===== src/rtl/wb_cmd_master_if.sv =====
// Command/response port and Wishbone bus bundle
// for the single-transfer Wishbone initiator.
interface wb_cmd_master_if #(
    parameter int ADDR_WIDTH = 8
);
    logic                  cmd_valid_i;
    logic                  cmd_ready_o;
    logic                  cmd_we_i;
    logic [ADDR_WIDTH-3:0] cmd_adr_i;
    logic [3:0]            cmd_sel_i;
    logic [31:0]           cmd_dat_i;

    logic                  rsp_valid_o;
    logic                  rsp_ready_i;
    logic [31:0]           rsp_dat_o;
    logic [1:0]            rsp_status_o;

    logic                  wb_cyc_o;
    logic                  wb_stb_o;
    logic                  wb_we_o;
    logic [ADDR_WIDTH-3:0] wb_adr_o;
    logic [3:0]            wb_sel_o;
    logic [31:0]           wb_dat_o;
    logic                  wb_ack_i;
    logic                  wb_err_i;
    logic                  wb_rty_i;
    logic                  wb_stall_i;
    logic [31:0]           wb_dat_i;

    modport master (
        input  cmd_valid_i, cmd_we_i, cmd_adr_i,
        input  cmd_sel_i, cmd_dat_i, rsp_ready_i,
        input  wb_ack_i, wb_err_i, wb_rty_i,
        input  wb_stall_i, wb_dat_i,
        output cmd_ready_o, rsp_valid_o,
        output rsp_dat_o, rsp_status_o,
        output wb_cyc_o, wb_stb_o, wb_we_o,
        output wb_adr_o, wb_sel_o, wb_dat_o
    );

    modport slave (
        output cmd_valid_i, cmd_we_i, cmd_adr_i,
        output cmd_sel_i, cmd_dat_i, rsp_ready_i,
        output wb_ack_i, wb_err_i, wb_rty_i,
        output wb_stall_i, wb_dat_i,
        input  cmd_ready_o, rsp_valid_o,
        input  rsp_dat_o, rsp_status_o,
        input  wb_cyc_o, wb_stb_o, wb_we_o,
        input  wb_adr_o, wb_sel_o, wb_dat_o
    );
endinterface


===== src/rtl/wb_cmd_master.sv =====
// Wishbone pipelined single-transfer initiator:
// stall/ack/err/rty handling, bounded retries, timeout.
module wb_cmd_master #(
    parameter int ADDR_WIDTH = 8,
    parameter int TIMEOUT    = 255,
    parameter int MAX_RETRY  = 2
) (
    input  logic clk_i,
    input  logic rst_i,
    wb_cmd_master_if.master bus
);
    typedef enum logic [2:0] {
        IDLE, REQ, WAIT, BACKOFF, RESP
    } state_t;

    localparam logic [15:0] TMO_LIM = 16'(TIMEOUT - 1);
    localparam logic [7:0]  RTY_LIM = 8'(MAX_RETRY);

    state_t state, state_nxt;

    logic                  started;
    logic [15:0]           tmo_cnt;
    logic [7:0]            rty_cnt;
    logic                  we_q;
    logic [ADDR_WIDTH-3:0] adr_q;
    logic [3:0]            sel_q;
    logic [31:0]           dat_q;
    logic [31:0]           rsp_dat_q;
    logic [1:0]            rsp_st_q;

    logic                  sample;
    logic                  tmo_hit;
    logic                  retry_ok;
    logic                  accept;
    logic [1:0]            st_nxt;
    logic [31:0]           rdat_nxt;

    // Hold off cmd_ready for one cycle after reset release
    always_ff @(posedge clk_i or posedge rst_i) begin
        if (rst_i) started <= 1'b0;
        else       started <= 1'b1;
    end

    // State register
    always_ff @(posedge clk_i or posedge rst_i) begin
        if (rst_i) state <= IDLE;
        else       state <= state_nxt;
    end

    // Next state and response value on termination
    always_comb begin
        state_nxt = state;
        st_nxt    = 2'b00;
        rdat_nxt  = '0;
        accept    = (state == IDLE) && started
                  && bus.cmd_valid_i;
        sample    = (state == WAIT)
                  || ((state == REQ) && !bus.wb_stall_i);
        tmo_hit   = ((state == REQ) || (state == WAIT))
                  && (tmo_cnt == TMO_LIM);
        retry_ok  = rty_cnt < RTY_LIM;
        unique case (state)
            IDLE: begin
                if (accept) state_nxt = REQ;
            end
            REQ, WAIT: begin
                if (sample && bus.wb_err_i) begin
                    state_nxt = RESP;
                    st_nxt    = 2'b01;
                end else if (sample && bus.wb_rty_i) begin
                    if (retry_ok) begin
                        state_nxt = BACKOFF;
                    end else begin
                        state_nxt = RESP;
                        st_nxt    = 2'b10;
                    end
                end else if (sample && bus.wb_ack_i) begin
                    state_nxt = RESP;
                    rdat_nxt  = we_q ? 32'h0 : bus.wb_dat_i;
                end else if (tmo_hit) begin
                    state_nxt = RESP;
                    st_nxt    = 2'b11;
                end else if (sample) begin
                    state_nxt = WAIT;
                end
            end
            BACKOFF: state_nxt = REQ;
            RESP: begin
                if (bus.rsp_ready_i) state_nxt = IDLE;
            end
            default: state_nxt = IDLE;
        endcase
    end

    // Captured command, counters and held response
    always_ff @(posedge clk_i or posedge rst_i) begin
        if (rst_i) begin
            we_q      <= 1'b0;
            adr_q     <= '0;
            sel_q     <= '0;
            dat_q     <= '0;
            tmo_cnt   <= '0;
            rty_cnt   <= '0;
            rsp_dat_q <= '0;
            rsp_st_q  <= '0;
        end else begin
            if (accept) begin
                we_q    <= bus.cmd_we_i;
                adr_q   <= bus.cmd_adr_i;
                sel_q   <= bus.cmd_sel_i;
                dat_q   <= bus.cmd_dat_i;
                tmo_cnt <= '0;
                rty_cnt <= '0;
            end
            if ((state == REQ) || (state == WAIT))
                tmo_cnt <= tmo_cnt + 16'd1;
            if (state_nxt == BACKOFF) begin
                rty_cnt <= rty_cnt + 8'd1;
                tmo_cnt <= '0;
            end
            if ((state != RESP) && (state_nxt == RESP)) begin
                rsp_dat_q <= rdat_nxt;
                rsp_st_q  <= st_nxt;
            end
        end
    end

    // Outputs decoded from registered state only
    always_comb begin
        bus.cmd_ready_o  = (state == IDLE) && started;
        bus.rsp_valid_o  = (state == RESP);
        bus.rsp_dat_o    = rsp_dat_q;
        bus.rsp_status_o = rsp_st_q;
        bus.wb_cyc_o     = (state == REQ) || (state == WAIT);
        bus.wb_stb_o     = (state == REQ);
        bus.wb_we_o      = we_q;
        bus.wb_adr_o     = adr_q;
        bus.wb_sel_o     = sel_q;
        bus.wb_dat_o     = dat_q;
    end
endmodule

===== src/flat_wrapper.sv =====
// flat-port wrapper written by rule: the top's interface ports become plain ports
module wb_cmd_master_flat 
#(
    parameter int ADDR_WIDTH = 8,
    parameter int TIMEOUT    = 255,
    parameter int MAX_RETRY  = 2
)
  (clk_i, rst_i, bus_cmd_valid_i, bus_cmd_we_i, bus_cmd_adr_i, bus_cmd_sel_i, bus_cmd_dat_i, bus_rsp_ready_i, bus_wb_ack_i, bus_wb_err_i, bus_wb_rty_i, bus_wb_stall_i, bus_wb_dat_i, bus_cmd_ready_o, bus_rsp_valid_o, bus_rsp_dat_o, bus_rsp_status_o, bus_wb_cyc_o, bus_wb_stb_o, bus_wb_we_o, bus_wb_adr_o, bus_wb_sel_o, bus_wb_dat_o);
  wb_cmd_master_if #(.ADDR_WIDTH(ADDR_WIDTH)) bus_i ();
  input  logic clk_i;
  input  logic rst_i;
  input wire logic [$bits(bus_i.cmd_valid_i)-1:0] bus_cmd_valid_i;
  input wire logic [$bits(bus_i.cmd_we_i)-1:0] bus_cmd_we_i;
  input wire logic [$bits(bus_i.cmd_adr_i)-1:0] bus_cmd_adr_i;
  input wire logic [$bits(bus_i.cmd_sel_i)-1:0] bus_cmd_sel_i;
  input wire logic [$bits(bus_i.cmd_dat_i)-1:0] bus_cmd_dat_i;
  input wire logic [$bits(bus_i.rsp_ready_i)-1:0] bus_rsp_ready_i;
  input wire logic [$bits(bus_i.wb_ack_i)-1:0] bus_wb_ack_i;
  input wire logic [$bits(bus_i.wb_err_i)-1:0] bus_wb_err_i;
  input wire logic [$bits(bus_i.wb_rty_i)-1:0] bus_wb_rty_i;
  input wire logic [$bits(bus_i.wb_stall_i)-1:0] bus_wb_stall_i;
  input wire logic [$bits(bus_i.wb_dat_i)-1:0] bus_wb_dat_i;
  output wire logic [$bits(bus_i.cmd_ready_o)-1:0] bus_cmd_ready_o;
  output wire logic [$bits(bus_i.rsp_valid_o)-1:0] bus_rsp_valid_o;
  output wire logic [$bits(bus_i.rsp_dat_o)-1:0] bus_rsp_dat_o;
  output wire logic [$bits(bus_i.rsp_status_o)-1:0] bus_rsp_status_o;
  output wire logic [$bits(bus_i.wb_cyc_o)-1:0] bus_wb_cyc_o;
  output wire logic [$bits(bus_i.wb_stb_o)-1:0] bus_wb_stb_o;
  output wire logic [$bits(bus_i.wb_we_o)-1:0] bus_wb_we_o;
  output wire logic [$bits(bus_i.wb_adr_o)-1:0] bus_wb_adr_o;
  output wire logic [$bits(bus_i.wb_sel_o)-1:0] bus_wb_sel_o;
  output wire logic [$bits(bus_i.wb_dat_o)-1:0] bus_wb_dat_o;
  assign bus_i.cmd_valid_i = bus_cmd_valid_i;
  assign bus_i.cmd_we_i = bus_cmd_we_i;
  assign bus_i.cmd_adr_i = bus_cmd_adr_i;
  assign bus_i.cmd_sel_i = bus_cmd_sel_i;
  assign bus_i.cmd_dat_i = bus_cmd_dat_i;
  assign bus_i.rsp_ready_i = bus_rsp_ready_i;
  assign bus_i.wb_ack_i = bus_wb_ack_i;
  assign bus_i.wb_err_i = bus_wb_err_i;
  assign bus_i.wb_rty_i = bus_wb_rty_i;
  assign bus_i.wb_stall_i = bus_wb_stall_i;
  assign bus_i.wb_dat_i = bus_wb_dat_i;
  assign bus_cmd_ready_o = bus_i.cmd_ready_o;
  assign bus_rsp_valid_o = bus_i.rsp_valid_o;
  assign bus_rsp_dat_o = bus_i.rsp_dat_o;
  assign bus_rsp_status_o = bus_i.rsp_status_o;
  assign bus_wb_cyc_o = bus_i.wb_cyc_o;
  assign bus_wb_stb_o = bus_i.wb_stb_o;
  assign bus_wb_we_o = bus_i.wb_we_o;
  assign bus_wb_adr_o = bus_i.wb_adr_o;
  assign bus_wb_sel_o = bus_i.wb_sel_o;
  assign bus_wb_dat_o = bus_i.wb_dat_o;
  wb_cmd_master #(.ADDR_WIDTH(ADDR_WIDTH), .TIMEOUT(TIMEOUT), .MAX_RETRY(MAX_RETRY)) u_core (.clk_i(clk_i), .rst_i(rst_i), .bus(bus_i));
endmodule

===== config.mk =====
export PLATFORM = sky130hd
export DESIGN_NAME = wb_cmd_master_flat
export DESIGN_NICKNAME = d
export VERILOG_FILES = /design/src/rtl/wb_cmd_master_if.sv /design/src/rtl/wb_cmd_master.sv /design/src/flat_wrapper.sv
export SDC_FILE = /design/constraint.sdc
export NUM_CORES = 1
export LEC_CHECK = 0
export ABC_CLOCK_PERIOD_IN_PS = 8400
export CORE_MARGIN = 2
export CORE_UTILIZATION = 30
export CTS_CLUSTER_DIAMETER = 60
export CTS_CLUSTER_SIZE = 40
export DETAILED_ROUTE_END_ITERATION = 8
export GPL_ROUTABILITY_DRIVEN = 0
export SYNTH_ARGS = -nofsm -noshare
export SYNTH_HDL_FRONTEND = slang
export SYNTH_SLANG_ARGS = --single-unit

===== constraint.sdc =====
create_clock -name clk_i -period 8.4 [get_ports clk_i]
set_input_delay 1.68 -clock clk_i [delete_from_list [all_inputs] [get_ports clk_i]]
set_output_delay 1.68 -clock clk_i [all_outputs]
set_load 0.01 [all_outputs]

==> impl_metrics.env, run 1 <==
export IMPL_fin_ws_ns=4.05
export IMPL_cts_resized=0
export IMPL_period_share_pct=51.7
export IMPL_postCtsSetupBuffers=0
export IMPL_avgSynthCellArea_um2=12.8
export IMPL_clock_sinks=105
export IMPL_dieArea_um2=15900
export IMPL_fp_dieW_um=126
export IMPL_slew_viol_final=0
export IMPL_ys_seq_area_share_pct=58.9
export IMPL_arrival_ns=2.67
export IMPL_outcome="complete, no violations"
export IMPL_hold_violations=0
export IMPL_grt_antenna_before_repair=0
export IMPL_routedWlPerCell_um=15.7
export IMPL_cts_inserted_buffers=9
export IMPL_wl_um=10900
export IMPL_irDropWorstVdd_v=0.000146
export IMPL_fin_nets=592
export IMPL_worstPathMaxFanout=22
export IMPL_period_minus_slack_ns=4.35
export IMPL_hp_class="register to register"
export IMPL_r2r_cells=6
export IMPL_grt_pass1_wl_um=17500
export IMPL_fin_tns_setup_ns=0
export IMPL_initial_core_util_pct=30.7
export IMPL_worstSetupEndpointType="output pin"
export IMPL_worstMarginPinSlew_ns=1.26
export IMPL_mostFrequentLayoutCells="clkdlybuf4s50_1 (163), dfrtp_1 (105), mux2_2 (44)"
export IMPL_relSlewSlack_pct=16.3
export IMPL_drc=0
export IMPL_crit_type="register to output pin"
export IMPL_place_hpwl_um=7640
export IMPL_yosys_warnings=0
export IMPL_tritoncts="yes"
export IMPL_async_flop_share_pct=100
export IMPL_overflow=0
export IMPL_vias=3371
export IMPL_yosys_area_share_xor_xnor_pct=0.196
export IMPL_synth_fa_ha_area_share_pct=0.841
export IMPL_setup_worst_path_start_class="register"
export IMPL_diodes=0
export IMPL_die_h_um=126
export IMPL_std_cell_rows=44
export IMPL_drtPass1Iterations=6
export IMPL_dp_slack_ns=4.12
export IMPL_dr_first_iter_drc_count=126
export IMPL_grt_max_degree=69
export IMPL_synth_compound_area_share_pct=13.3
export IMPL_cap_violations=0
export IMPL_drive_above_1_share_pct=14.7
export IMPL_synth_top_family_by_area="compound AO/OA/AOI/OAI gates"
export IMPL_holdPathStages=1
export IMPL_fillerInstances=1351
export IMPL_ant_nets=0
export IMPL_power_leakage_uw=0.00277
export IMPL_htreeDepth=3
export IMPL_synth_simple_gate_area_share_pct=11.4
export IMPL_clk_latency_ns=0.35
export IMPL_finClkSkew_ns=0.00400
export IMPL_synth_cell_types=48
export IMPL_synth_fp_nets=436
export IMPL_syn2layout_area_growth_pct=45.8
export IMPL_fmax_ghz=0.230
export IMPL_synthMuxAreaShare_pct=11.1
export IMPL_via_per_inst=4.85
export IMPL_ys_flop_type="dfrtp_1"
export IMPL_clk_pin_slew_worst_paths_ns=0.07
export IMPL_final_common_cell="clkdlybuf4s50_1"
export IMPL_netlist_area_um2=4460
export IMPL_ys_ff_latch=105
export IMPL_synth_edf_count=0
export IMPL_grt_usage_pct=13.8
export IMPL_cts_hold_buf=0
export IMPL_setup_violations=0
export IMPL_rrSetupSlack_ns=4.97
export IMPL_power_density_nw_per_um2=306
export IMPL_port_buffers=163
export IMPL_io_pins=164
export IMPL_synthesis_instances=350
export IMPL_rsz0062_at_grt="no"
export IMPL_clockRootBuffer="clkbuf_16"
export IMPL_cp_required_ns=6.72
export IMPL_power_uw=1990
export IMPL_fp_coreArea_um2=14500
export IMPL_clockBufferDepth=2
export IMPL_grt_pass1_vias=3423
[cells by family (layout without fill, tap and decap cells)]
group,Yosys count,count (layout)
AO/OA/AOI/OAI,82,82
XOR/XNOR,1,1
adder cells (fa/ha/maj),3,3
buffers and inverters,26,187
flip-flops,105,105
multiplexers,44,44
other,1,1
AND/OR/NAND/NOR,88,88
[flip-flops by register name (all words and copies together), names as in the netlist]
signal,flops
u_core.bus.wb_adr_o,6
u_core.bus.wb_we_o,1
u_core.rty_cnt,8
u_core.state,3
u_core.bus.rsp_status_o,2
u_core.bus.wb_dat_o,32
u_core.started,1
u_core.bus.wb_sel_o,4
u_core.bus.rsp_dat_o,32
u_core.tmo_cnt,16
[worst max-delay path, cell delays in order (launching register included)]
cell and delay [ns]:
dfrtp_1 0.45, xnor2_1 0.33, or2_1 0.58, inv_1 0.38, clkdlybuf4s50_1 0.57
[synthesized netlist by cell type, drive strengths merged (8+ instances only)]
master    n  area [um^2]
nor3      9         45.0
a21oi    17         85.1
nor2     18         67.6
mux2     44          495
nand2    16         60.1
a22o     35          310
buf       8         88.8
clkbuf   12         76.3
o21ai    14         70.1
dfrtp   105         2630
[final cells by class]
| type | count | area [um^2] | share of cell area [%] |
|---|---|---|---|
| Sequential cell | 105 | 2630 | 40.4 |
| Tap cell | 184 | 230 | 3.54 |
| Inverter | 6 | 25.0 | 0.385 |
| Multi-Input combinational cell | 219 | 1660 | 25.4 |
| Clock inverter | 6 | 91.3 | 1.40 |
| Clock buffer | 10 | 229 | 3.52 |
| Timing Repair Buffer | 165 | 1650 | 25.3 |
[metal layers]
| layer | global-route usage [%] | vias to the layer above | share of wire, % |
|---|---|---|---|
| met3 | 5.95 | 12 | 7.8 |
| li1 | - | 1588 | - |
| met2 | 22.1 | 111 | 48 |
| met1 | 17.1 | 1660 | 43 |
| met5 | 0 | - | 0 |
| met4 | 4.07 | 0 | 1.1 |
[through the flow]
stage          instances  hold WS, ns  util, %  area, um^2
6_report             695        0.492     44.8        6500
5_1_grt              695        0.510     44.8        6500
4_1_cts              695        0.497     44.8        6500
3_5_place_dp         679        0.475     42.6        6180
3_3_place_gp         679        0.472     42.6        6180
2_1_floorplan        350        0.454        -        4460
[power breakdown]
part           internal, uW  leakage (uW)  switching [uW]  total (uW)
registers               659       0.00136             102         761
clock network           263      0.000151             192         455
logic                   447       0.00126             329         776
total                  1370       0.00277             622        1990
[path summary, 6_finish.rpt]
path | start | endpoint
worst max-delay path | u_core.state[0]$_DFF_PP0_ | bus_wb_cyc_o
worst min-delay path | u_core.rty_cnt[3]$_DFFE_PP0P_ | u_core.rty_cnt[3]$_DFFE_PP0P_
worst max register to register | u_core.state[0]$_DFF_PP0_ | u_core.state[2]$_DFF_PP0_
worst min register to register | u_core.rty_cnt[3]$_DFFE_PP0P_ | u_core.rty_cnt[3]$_DFFE_PP0P_
max in group asynchronous | rst_i | u_core.bus.rsp_dat_o[8]$_DFFE_PP0P_
min in group asynchronous | rst_i | u_core.bus.wb_dat_o[30]$_DFFE_PP0P_
No activity file was read; power rests on OpenSTA's default activity.
==> inputs of run 2 (changes only) <==
Settings changed: ABC_CLOCK_PERIOD_IN_PS 8400 to 3600.
Clock period 8.4 ns to 3.6 ns, I/O delays scaled along.
==> run 2 against run 1 <==
Effect of this change:
- clock skew up 0.0052 ns
- sequential power increased by 130%
- register-to-register slack worse by 4.1 ns
- power is 130% higher
- non-clock buffer count up 6
- critical endpoint unchanged
==> impl_metrics.env, run 2 (synthesis gave the netlist of run 1 again) <==
export IMPL_outcome="complete, no violations"
export IMPL_hold_end="u_core.rty_cnt[7]$_DFFE_PP0P_"
export IMPL_p_sw_uw=1450
export IMPL_clk_pin_slew_worst_paths_ns=0.07
export IMPL_grt_usage_pct=14.0
export IMPL_r2r_start="u_core.state[0]$_DFF_PP0_"
export IMPL_syn2layout_area_growth_pct=46.1
export IMPL_cts_hold_buf=0
export IMPL_initial_core_util_pct=30.7
export IMPL_power_leakage_uw=0.00278
export IMPL_worstMarginPinSlew_ns=0.911
export IMPL_postCtsSetupBuffers=0
export IMPL_dr_first_iter_drc_count=109
export IMPL_wl_um=11000
export IMPL_worstHoldStart="u_core.rty_cnt[7]$_DFFE_PP0P_"
export IMPL_cp_required_ns=2.88
export IMPL_arrival_ns=2.38
export IMPL_setup_violations=0
export IMPL_grt_pass1_wl_um=17900
export IMPL_port_buffers=163
export IMPL_fillerInstances=1363
export IMPL_fmax_ghz=0.323
export IMPL_cap_violations=0
export IMPL_vias=3435
export IMPL_worstPathMaxFanout=22
export IMPL_swShare_pct=32.0
export IMPL_diodes=0
export IMPL_clk_latency_ns=0.35
export IMPL_drive_above_1_share_pct=15.9
export IMPL_dieArea_um2=15900
export IMPL_holdPathStages=1
export IMPL_fin_nets=598
export IMPL_r2r_cells=8
export IMPL_ant_nets=0
export IMPL_hp_class="register to register"
export IMPL_rsz0062_at_grt="no"
export IMPL_period_minus_slack_ns=3.10
export IMPL_fin_tns_setup_ns=0
export IMPL_grt_pass1_vias=3535
export IMPL_slew_viol_final=0
export IMPL_tritoncts="yes"
export IMPL_relSlewSlack_pct=38.7
export IMPL_grt_max_degree=69
export IMPL_postLayoutCoreUtil_pct=44.9
export IMPL_hold_violations=0
export IMPL_fp_dieW_um=126
export IMPL_cts_inserted_buffers=9
export IMPL_crit_type="register to output pin"
export IMPL_clockBufferDepth=2
export IMPL_r2r_end="u_core.state[2]$_DFF_PP0_"
export IMPL_via_per_inst=4.90
export IMPL_fp_coreArea_um2=14500
export IMPL_die_h_um=126
export IMPL_p_int_uw=3090
export IMPL_place_hpwl_um=7910
export IMPL_seqPwrFrac_pct=39.1
export IMPL_grt_antenna_before_repair=0
export IMPL_mostFrequentLayoutCells="clkdlybuf4s50_1 (163), dfrtp_1 (105), mux2_2 (44)"
export IMPL_setup_worst_path_start_class="register"
export IMPL_power_density_nw_per_um2=696
export IMPL_p_clk_share_pct=20.5
export IMPL_clock_sinks=105
export IMPL_period_share_pct=86.1
export IMPL_routedWlPerCell_um=15.7
export IMPL_drc=0
export IMPL_htreeDepth=3
export IMPL_final_common_cell="clkdlybuf4s50_1"
export IMPL_overflow=0
export IMPL_p_comb_share_pct=40.4
export IMPL_clockRootBuffer="clkbuf_16"
export IMPL_worstSetupEndpointType="output pin"
export IMPL_cts_resized=0
export IMPL_rrSetupSlack_ns=0.92
export IMPL_irDropWorstVdd_v=0.000322
export IMPL_std_cell_rows=44
export IMPL_drtPass1Iterations=4
export IMPL_finClkSkew_ns=0.00921
export IMPL_io_pins=164
[run 2: worst max-delay path, cell delays in order (launching register included)]
cell and delay, ns:
dfrtp_1 0.45, xnor2_1 0.37, or2_1 0.58, inv_1 0.12, clkdlybuf4s50_1 0.50
[run 2: area by class of cell]
class | count | area (um^2) | area share [%]
Multi-Input combinational cell | 219 | 1660 | 25.4
Clock buffer | 10 | 239 | 3.66
Tap cell | 184 | 230 | 3.53
Clock inverter | 6 | 41.3 | 0.633
Timing Repair Buffer | 171 | 1700 | 26.1
Inverter | 6 | 25.0 | 0.384
Sequential cell | 105 | 2630 | 40.3
[run 2: layer usage]
| layer | GRT usage (%) | vias to the layer above | share of wire (%) | wire length, um |
|---|---|---|---|---|
| met1 | 17.6 | 1677 | 42 | 4680 |
| met4 | 6.72 | 0 | 2.9 | 322 |
| met5 | 0 | - | 0 | 0 |
| met2 | 21.8 | 129 | 46 | 5080 |
| li1 | - | 1607 | - | - |
| met3 | 4.76 | 22 | 8.5 | 932 |
[run 2: how the worst max path moves through the flow]
stage / start / to / slack (ns) / depth (start not counted)
final: u_core.state[0]$_DFF_PP0_ / bus_wb_cyc_o / 0.50 / 4
after detailed placement: bus_wb_stall_i / u_core.bus.rsp_status_o[0]$_DFFE_PP0P_ / 0.76 / 7
after CTS: u_core.state[0]$_DFF_PP0_ / bus_wb_cyc_o / 0.48 / 4
after global placement: bus_wb_stall_i / u_core.bus.rsp_status_o[0]$_DFFE_PP0P_ / 0.84 / 7
after floorplan: rst_i / u_core.bus.rsp_dat_o[0]$_DFFE_PP0P_ / 0.12 / 1
after global routing: u_core.state[0]$_DFF_PP0_ / bus_wb_cyc_o / 0.33 / 4
[run 2: through the flow]
step / worst slack, ns / power [uW] / hold slack [ns] / std cells / instance area (um^2)
floorplan: 0.119 / 2710 / 0.454 / 350 / 4460
global placement: 0.838 / 3610 / 0.471 / 685 / 6240
detailed placement: 0.765 / 3650 / 0.474 / 685 / 6240
CTS: 0.481 / 4620 / 0.492 / 701 / 6520
global route: 0.330 / 4830 / 0.511 / 701 / 6520
finish: 0.501 / 4540 / 0.489 / 701 / 6520
[run 2: power groups by stage]
| stage | Combinational (uW) | Sequential [uW] | Clock [uW] |
|---|---|---|---|
| global placement | 1830 | 1780 | 0 |
| floorplan | 812 | 1890 | 0 |
| detailed placement | 1860 | 1790 | 0 |
| global route | 1980 | 1830 | 1010 |
| finish | 1830 | 1770 | 933 |
| CTS | 1870 | 1780 | 977 |
==> inputs of run 3 (changes only) <==
Settings changed: CORE_MARGIN 2 to not set.
==> run 3 against run 2 <==
Effect of this change:
- die area decreased by 3.1%
- sequential cell count unchanged
- via count decreased by 0.44%
- design area increased by 0.21%
- cell count unchanged
- critical path type unchanged
- sequential power about the same
- fmax increased by 0.24%
- clock-buffer cell count unchanged
- hold slack improved by 0.0013 ns
- largest power group unchanged
- critical path depth unchanged
- first-iteration DRC count unchanged
- sequential share of layout area decreased by 0.085 points
==> impl_metrics.env, run 3 (synthesis gave the netlist of run 1 again) <==
export IMPL_via_per_inst=4.88
export IMPL_outcome="complete, no violations"
export IMPL_power_density_nw_per_um2=702
export IMPL_clk_pin_slew_worst_paths_ns=0.07
export IMPL_relSlewSlack_pct=41.0
export IMPL_dieArea_um2=15400
export IMPL_hold_violations=0
export IMPL_p_clk_share_pct=21.4
export IMPL_fmax_ghz=0.323
export IMPL_clk_latency_ns=0.35
export IMPL_clockRootBuffer="clkbuf_16"
export IMPL_whs_ns=0.491
export IMPL_clockBufferDepth=2
export IMPL_fin_area_um2=6540
export IMPL_worstPathMaxFanout=22
export IMPL_cts_resized=0
export IMPL_post_dp_cell_area_um2=6240
export IMPL_fin_nets=598
export IMPL_p_int_uw=3140
export IMPL_ant_nets=0
export IMPL_grt_max_degree=59
export IMPL_worstMarginPinSlew_ns=0.877
export IMPL_drc=0
export IMPL_diodes=0
export IMPL_fin_tns_setup_ns=0
export IMPL_grt_usage_pct=14.4
export IMPL_arrival_ns=2.37
export IMPL_die_h_um=124
export IMPL_fin_cells=701
export IMPL_mostFrequentLayoutCells="clkdlybuf4s50_1 (163), dfrtp_1 (105), mux2_2 (44)"
export IMPL_postCtsSetupBuffers=0
export IMPL_drive_above_1_share_pct=15.7
export IMPL_period_minus_slack_ns=3.09
export IMPL_std_cell_rows=44
export IMPL_rsz0062_at_grt="no"
export IMPL_cts_inserted_buffers=9
export IMPL_swShare_pct=31.5
export IMPL_worstSetupEndpointType="output pin"
export IMPL_initial_core_util_pct=30.7
export IMPL_final_common_cell="clkdlybuf4s50_1"
export IMPL_hp_class="register to register"
export IMPL_fp_coreArea_um2=14500
export IMPL_htreeDepth=3
export IMPL_setup_violations=0
export IMPL_irDropWorstVdd_v=0.000350
export IMPL_finClkSkew_ns=0.0135
export IMPL_regArea_um2=2630
export IMPL_cap_violations=0
export IMPL_clock_sinks=105
export IMPL_wl_um=10700
export IMPL_period_share_pct=85.9
export IMPL_p_comb_share_pct=39.8
export IMPL_p_sw_uw=1450
export IMPL_multi_input_area_um2=1660
export IMPL_routedWlPerCell_um=15.3
export IMPL_cp_required_ns=2.88
export IMPL_overflow=0
export IMPL_syn2layout_area_growth_pct=46.5
export IMPL_dr_first_iter_drc_count=109
export IMPL_fillerInstances=1353
export IMPL_vias=3420
export IMPL_tritoncts="yes"
export IMPL_drtPass1Iterations=4
export IMPL_grt_pass1_wl_um=16900
export IMPL_io_pins=164
export IMPL_setup_worst_path_start_class="register"
export IMPL_power_uw=4590
export IMPL_place_hpwl_um=7570
export IMPL_power_leakage_uw=0.00279
export IMPL_place_inst=685
export IMPL_crit_type="register to output pin"
export IMPL_fp_dieW_um=124
export IMPL_slew_viol_final=0
export IMPL_grt_pass1_vias=3471
export IMPL_cts_hold_buf=0
export IMPL_port_buffers=163
export IMPL_seqPwrFrac_pct=38.8
export IMPL_grt_antenna_before_repair=0
-- run 3: cell types whose count changed in the layout (fill, tap and decap cells not counted) --
cell        change
inv_6           +1
clkbuf_8        -1
clkinvlp_4      -2
bufinv_16       +1
clkbuf_1        +1
-- run 3: worst paths after layout --
kind | startpoint | endpoint | slack (ns) | depth (start not counted)
setup / recovery | u_core.state[0]$_DFF_PP0_ | bus_wb_cyc_o | 0.51 | 4
hold / removal | u_core.rty_cnt[3]$_DFFE_PP0P_ | u_core.rty_cnt[3]$_DFFE_PP0P_ | 0.49 | 1
setup reg to reg | u_core.state[0]$_DFF_PP0_ | u_core.bus.rsp_dat_o[12]$_DFFE_PP0P_ | 0.93 | 8
hold reg to reg | u_core.rty_cnt[3]$_DFFE_PP0P_ | u_core.rty_cnt[3]$_DFFE_PP0P_ | 0.49 | 1
max in group asynchronous | rst_i | u_core.bus.wb_dat_o[17]$_DFFE_PP0P_ | 2.05 | 3
min in group asynchronous | rst_i | u_core.bus.rsp_dat_o[20]$_DFFE_PP0P_ | 0.81 | 2
-- run 3: layout make-up --
cell class	instances	area share (%)
inverter	6	0.383
clock buffer	10	3.50
timing repair buffer	171	26.1
multi-input combinational	219	25.3
clock inverter	6	0.995
sequential	105	40.2
tap	184	3.52
-- run 3: layer usage --
metal	wire length, um	global-route usage (%)
met5	0	0
met2	5020	22.7
met1	4640	17.7
met4	260	6.77
met3	778	5.08
-- run 3: power groups by stage --
stage / clock [uW] / sequential, uW / combinational, uW
final: 983 / 1780 / 1830
after global routing: 1070 / 1830 / 1980
after CTS: 1030 / 1780 / 1850
after detailed placement: 0 / 1800 / 1850
after global placement: 0 / 1780 / 1820
after floorplan: 0 / 1890 / 812
-- run 3: critical path, cell delays in order (launching register included) --
cell and delay [ns]:
dfrtp_1 0.45, xnor2_1 0.34, or2_1 0.59, inv_1 0.13, clkdlybuf4s50_1 0.51
-- run 3: stage by stage --
step           util, %  setup WS (ns)
3_5_place_dp      42.9          0.879
5_1_grt           45.0          0.319
6_report          45.0          0.508
4_1_cts           45.0          0.491
2_1_floorplan        -          0.119
3_3_place_gp      42.9          0.918
